==> src/rtl/mem_port_arbiter.sv <==
// Two-requester arbiter for one shared memory port: fetch (i_*) versus MEM stage (d_*).
// The winning command is registered onto pm_* and held until the memory completes.
module mem_port_arbiter #(
    parameter int unsigned ADDR_W = 32,
    parameter int unsigned DATA_W = 32
) (
    input  logic                clk,
    input  logic                rst,
    input  logic                i_read,
    input  logic [ADDR_W-1:0]   i_address,
    output logic [DATA_W-1:0]   i_rdata,
    output logic                i_resp,
    input  logic                d_read,
    input  logic                d_write,
    input  logic [ADDR_W-1:0]   d_address,
    input  logic [DATA_W-1:0]   d_wdata,
    input  logic [DATA_W/8-1:0] d_byte_enable,
    output logic [DATA_W-1:0]   d_rdata,
    output logic                d_resp,
    output logic                pm_read,
    output logic                pm_write,
    output logic [ADDR_W-1:0]   pm_address,
    output logic [DATA_W-1:0]   pm_wdata,
    output logic [DATA_W/8-1:0] pm_byte_enable,
    input  logic [DATA_W-1:0]   pm_rdata,
    input  logic                pm_resp
);

    localparam int unsigned BeW = DATA_W / 8;

    typedef enum logic [1:0] {StIdle, StServeI, StServeD} state_e;

    state_e              r_state;
    state_e              w_state_d;
    logic                r_last_grant;
    logic                w_last_grant_d;
    logic                r_pm_read;
    logic                w_pm_read_d;
    logic                r_pm_write;
    logic                w_pm_write_d;
    logic [ADDR_W-1:0]   r_pm_address;
    logic [ADDR_W-1:0]   w_pm_address_d;
    logic [DATA_W-1:0]   r_pm_wdata;
    logic [DATA_W-1:0]   w_pm_wdata_d;
    logic [BeW-1:0]      r_pm_byte_enable;
    logic [BeW-1:0]      w_pm_byte_enable_d;

    logic w_i_req;
    logic w_d_req;
    logic w_grant_i;
    logic w_grant_d;

    assign w_i_req = i_read;
    assign w_d_req = d_read | d_write;
    // On a tie, serve the side opposite the one served last (last_grant: 0=I, 1=D).
    assign w_grant_d = w_d_req & (~w_i_req | ~r_last_grant);
    assign w_grant_i = w_i_req & ~w_grant_d;

    always_ff @(posedge clk or negedge rst) begin
        if (!rst) begin
            r_state          <= StIdle;
            r_last_grant     <= 1'b0;
            r_pm_read        <= 1'b0;
            r_pm_write       <= 1'b0;
            r_pm_address     <= '0;
            r_pm_wdata       <= '0;
            r_pm_byte_enable <= '0;
        end else begin
            r_state          <= w_state_d;
            r_last_grant     <= w_last_grant_d;
            r_pm_read        <= w_pm_read_d;
            r_pm_write       <= w_pm_write_d;
            r_pm_address     <= w_pm_address_d;
            r_pm_wdata       <= w_pm_wdata_d;
            r_pm_byte_enable <= w_pm_byte_enable_d;
        end
    end

    always_comb begin
        w_state_d          = r_state;
        w_last_grant_d     = r_last_grant;
        w_pm_read_d        = r_pm_read;
        w_pm_write_d       = r_pm_write;
        w_pm_address_d     = r_pm_address;
        w_pm_wdata_d       = r_pm_wdata;
        w_pm_byte_enable_d = r_pm_byte_enable;

        unique case (r_state)
            StIdle: begin
                if (w_grant_d) begin
                    w_state_d      = StServeD;
                    w_last_grant_d = 1'b1;
                    w_pm_address_d = d_address;
                    // A simultaneous read and write from the data side issues the write.
                    if (d_write) begin
                        w_pm_read_d        = 1'b0;
                        w_pm_write_d       = 1'b1;
                        w_pm_wdata_d       = d_wdata;
                        w_pm_byte_enable_d = d_byte_enable;
                    end else begin
                        w_pm_read_d        = 1'b1;
                        w_pm_write_d       = 1'b0;
                        w_pm_wdata_d       = '0;
                        w_pm_byte_enable_d = '1;
                    end
                end else if (w_grant_i) begin
                    w_state_d          = StServeI;
                    w_last_grant_d     = 1'b0;
                    w_pm_address_d     = i_address;
                    w_pm_read_d        = 1'b1;
                    w_pm_write_d       = 1'b0;
                    w_pm_wdata_d       = '0;
                    w_pm_byte_enable_d = '1;
                end else begin
                    w_pm_read_d  = 1'b0;
                    w_pm_write_d = 1'b0;
                end
            end
            StServeI, StServeD: begin
                if (pm_resp) begin
                    w_state_d    = StIdle;
                    w_pm_read_d  = 1'b0;
                    w_pm_write_d = 1'b0;
                end
            end
            default: begin
                w_state_d    = StIdle;
                w_pm_read_d  = 1'b0;
                w_pm_write_d = 1'b0;
            end
        endcase
    end

    // Completion is steered combinationally so the requester sees it in the pm_resp cycle.
    always_comb begin
        i_resp  = (r_state == StServeI) & pm_resp;
        d_resp  = (r_state == StServeD) & pm_resp;
        i_rdata = i_resp ? pm_rdata : '0;
        d_rdata = d_resp ? pm_rdata : '0;
    end

    assign pm_read        = r_pm_read;
    assign pm_write       = r_pm_write;
    assign pm_address     = r_pm_address;
    assign pm_wdata       = r_pm_wdata;
    assign pm_byte_enable = r_pm_byte_enable;

endmodule

==> config.mk <==
export PLATFORM = sky130hd
export DESIGN_NAME = mem_port_arbiter
export DESIGN_NICKNAME = d
export VERILOG_FILES = /design/src/rtl/mem_port_arbiter.sv
export SDC_FILE = /design/constraint.sdc
export NUM_CORES = 1
export LEC_CHECK = 0
export ABC_AREA = 1
export BUFFER_PORTS_ARGS = -buffer_cell sky130_fd_sc_hd__clkbuf_2
export CORE_MARGIN = 2
export CORE_UTILIZATION = 38
export CTS_CLUSTER_DIAMETER = 30
export CTS_CLUSTER_SIZE = 24
export DETAILED_ROUTE_END_ITERATION = 16
export PLACE_DENSITY_LB_ADDON = 0.15
export REMOVE_ABC_BUFFERS = 1
export SLEW_MARGIN = 10
export SYNTH_ARGS = -nofsm -noshare
export SYNTH_HDL_FRONTEND = slang
export SYNTH_SLANG_ARGS = --single-unit
==> constraint.sdc <==
create_clock -name clk -period 1.4 [get_ports clk]
set_input_delay 0.21 -clock clk [delete_from_list [all_inputs] [get_ports clk]]
set_output_delay 0.21 -clock clk [all_outputs]
set_load 0.01 [all_outputs]
==> results.ini <==
[timing]
fmax_ghz = 0.577
fin_skew_ps = 16.0
grt_setup_unrepaired = true
max_slew_margin_pct = 73.1
min_period_over_period_pct = 124
layout_min_cycle_time_ps = 1730
setup_violations = 111
drv_slew = 0
setup_slack_ps = -333
final.setup.tns_ps = -22440
tightest_slew_ps = 403
hold_slack_ps = 106
hold_violations = 0

[route]
vias = 4729
drc = 0
ant_nets = 0
wl_per_cell_um = 14.9
wl_mm = 14.9
drtIter0Drc = 259
firstDrtPassIters = 4
viasPerCell = 4.74

[floorplanning]
dieArea_um2 = 11400
start_util_pct = 39.0
io_pins = 274
rows = 37
dieHeight_um = 107
core-area_um2 = 10300
die_w_um = 107

[grt]
grt-ovfl-total = 0
grt_max_degree = 74
grtUsageTotal_pct = 23.4
antenna_found_initial = 1
grt_pass1_wl_mm = 21.2
grt_pass1_vias = 4359

[cts]
cts_max_path_buffers = 2
cts_root_buf = clkbuf_8
cts_buffers = 9
cts.sinks = 73
cts_tree = built
clk_pin_slew_ps = 80
h-tree-depth = 3
insertion_delay_ps = 340

[placement]
dp_slack_ps = -46.2
placed_cells = 967
port-buffer-count = 273
dpl.hpwl_mm = 10.1
place.gp.congestion = 0.775

[worst_hold_path]
worstHoldStart = d_wdata[23]
worst_hold_path_type = in2reg

[synthesis]
ys_types = 19
syn_inst = 577
ys_top_cells_by_area = dfrtp_1 46%, nand2_1 14%, nand3_1 13%
synthFlopType = dfrtp_1
synth_seq_area_share_pct = 45.6
synth_edf_count = 0
yosysWarnings = 0
synth_area_leader_cell = dfrtp_1
yosysMostFrequentCell = nand2_1
ys_ff_latch = 73
async_flop_share_pct = 100
synth_area_um2 = 4000
syn_area_per_cell_um2 = 6.94
synth_top_area_share_pct = 45.6
synth_commonest_cells = 146 x nand2_1, 105 x inv_1, 101 x nand3_1, 73 x dfrtp_1, 68 x nor2_1

[pwr]
swShare_pct = 43.4
seq_power_share_pct = 31.5
clockPowerShare_pct = 13.5
leakage_uw = 0.00385
finalPower_uw = 11900
switching_power_uw = 5180
power_density_nw_per_um2 = 1900
p_comb_share_pct = 55.0
internal-power_uw = 6750
peakVddDrop_mv = 0.831

[flow_run]
max-cap-violations = 0

[critical_path]
r2r_start = r_state[0]
worst_setup_path_start_kind = flip-flop
required_ps = 1190
worstPathMaxFanout = 8
cp-end-kind = primary output
critical_path.top_delay_family = buffers and inverters
slowest_stage = dfrtp_1
worstPathCellList = buf_6, ha_4, nand2_8, buf_6, nor2_1, buf_2
crit_path_max_incr_delay_ps = 420
startpoint = r_state[1]
crit_buf_inv = 3
critPathArrivalTime_ps = 1520
cpMostUsedCell = buf_6
critPathKind = reg2out

[cells_and_area]
fillCellCount = 959
fin_cells = 998
nets = 997
syn_to_final_growth_pct = 56.8
drive_gt1_share_pct = 43.8

[run_status]
violations = setup timing
status = finished, violations left

==> layout make-up <==
class	instances	area, µm²	share of cell area, %
repair buffers	305	1890	30.0
flip-flops and latches	73	1830	29.1
multi-input cells	362	1810	28.8
inverters	105	394	6.28
well taps	136	170	2.71
clock buffers	10	128	2.03
clock inverters	5	56.3	0.897
diodes	2	5.00	0.0797
==> state kept, by name (all words and copies together), names as in the netlist <==
signal / cells
pm_read: 1
r_last_grant: 1
pm_write: 1
pm_byte_enable: 4
r_state: 2
pm_address: 32
pm_wdata: 32
==> per-layer routing <==
metal	wire, µm	global-route usage, %
met5	0	0
met4	608	11.9
met3	1130	6.14
met2	7680	41.0
met1	5460	26.1
==> worst register-to-register path, cell delays in order (launching register included) <==
cell and delay (ps):
dfrtp_2 440, inv_2 90, buf_4 110, ha_2 230
inv_1 80, a21oi_4 120, buf_4 160, buf_12 140
nand3_1 80, nand2_1 60
==> repair_timing <==
action | 4_1_cts | 5_1_grt
setup buffers | 0 | 5
setup endpoints to repair | 100 | 121
endpoints found under the hold margin | 73 | 0
hold buffers | 1 | 0
gates cloned | 0 | 8
pin swaps | 0 | 2
resized for setup | 3 | 149
==> kinds of logic (layout without fill, tap and decap cells) <==
group | Yosys count | after routing | synth area share, %
DFF | 73 | 73 | 45.6
adders and majority gates | 3 | 3 | 0.938
other | 0 | 2 | 0
and+or+nand+nor | 319 | 319 | 33.6
buffers and inverters | 142 | 425 | 14.7
AOI/OAI and AO/OA | 40 | 40 | 5.19
==> metrics by stage <==
| stage | instance area, µm² | util (%) |
|---|---|---|
| CTS | 5790 | 56.3 |
| floorplan | 3810 | - |
| detailed placement | 5590 | 54.4 |
| global route | 6270 | 61.1 |
| finish | 6280 | 61.1 |
| global placement | 5590 | 54.4 |
==> placed cells by master, fill, tap and decap left out, drive strengths merged <==
| cell | n |
|---|---|
| a21oi | 1 |
| buf | 92 |
| bufinv | 1 |
| clkbuf | 222 |
| clkinv | 2 |
| clkinvlp | 1 |
| dfrtp | 73 |
| diode | 2 |
| dlygate4sd3 | 1 |
| ha | 3 |
| inv | 106 |
| nand2 | 148 |
| nand3 | 101 |
| nand4 | 1 |
| nor2 | 69 |
| o21ai | 39 |
==> power groups by stage <==
stage	Clock (µW)	Sequential, µW	Combinational [µW]
after floorplan	0	4150	2380
after global placement	0	3740	5530
after detailed placement	0	3760	5650
after CTS	1660	3750	5660
after global routing	1750	3880	7230
final	1610	3760	6560
==> worst paths after layout <==
path                            endpoint  slack [ps]  depth (start not counted)
hold / removal              pm_wdata[23]         110                          3
max in group asynchronous     r_state[0]         620                          3
setup / recovery             d_rdata[26]        -330                          6
min in group asynchronous    pm_wdata[0]         420                          3
hold reg to reg            pm_address[5]         490                          2
setup reg to reg              r_state[0]        -160                          9
Note: power is estimated with default switching activity, not from simulation.
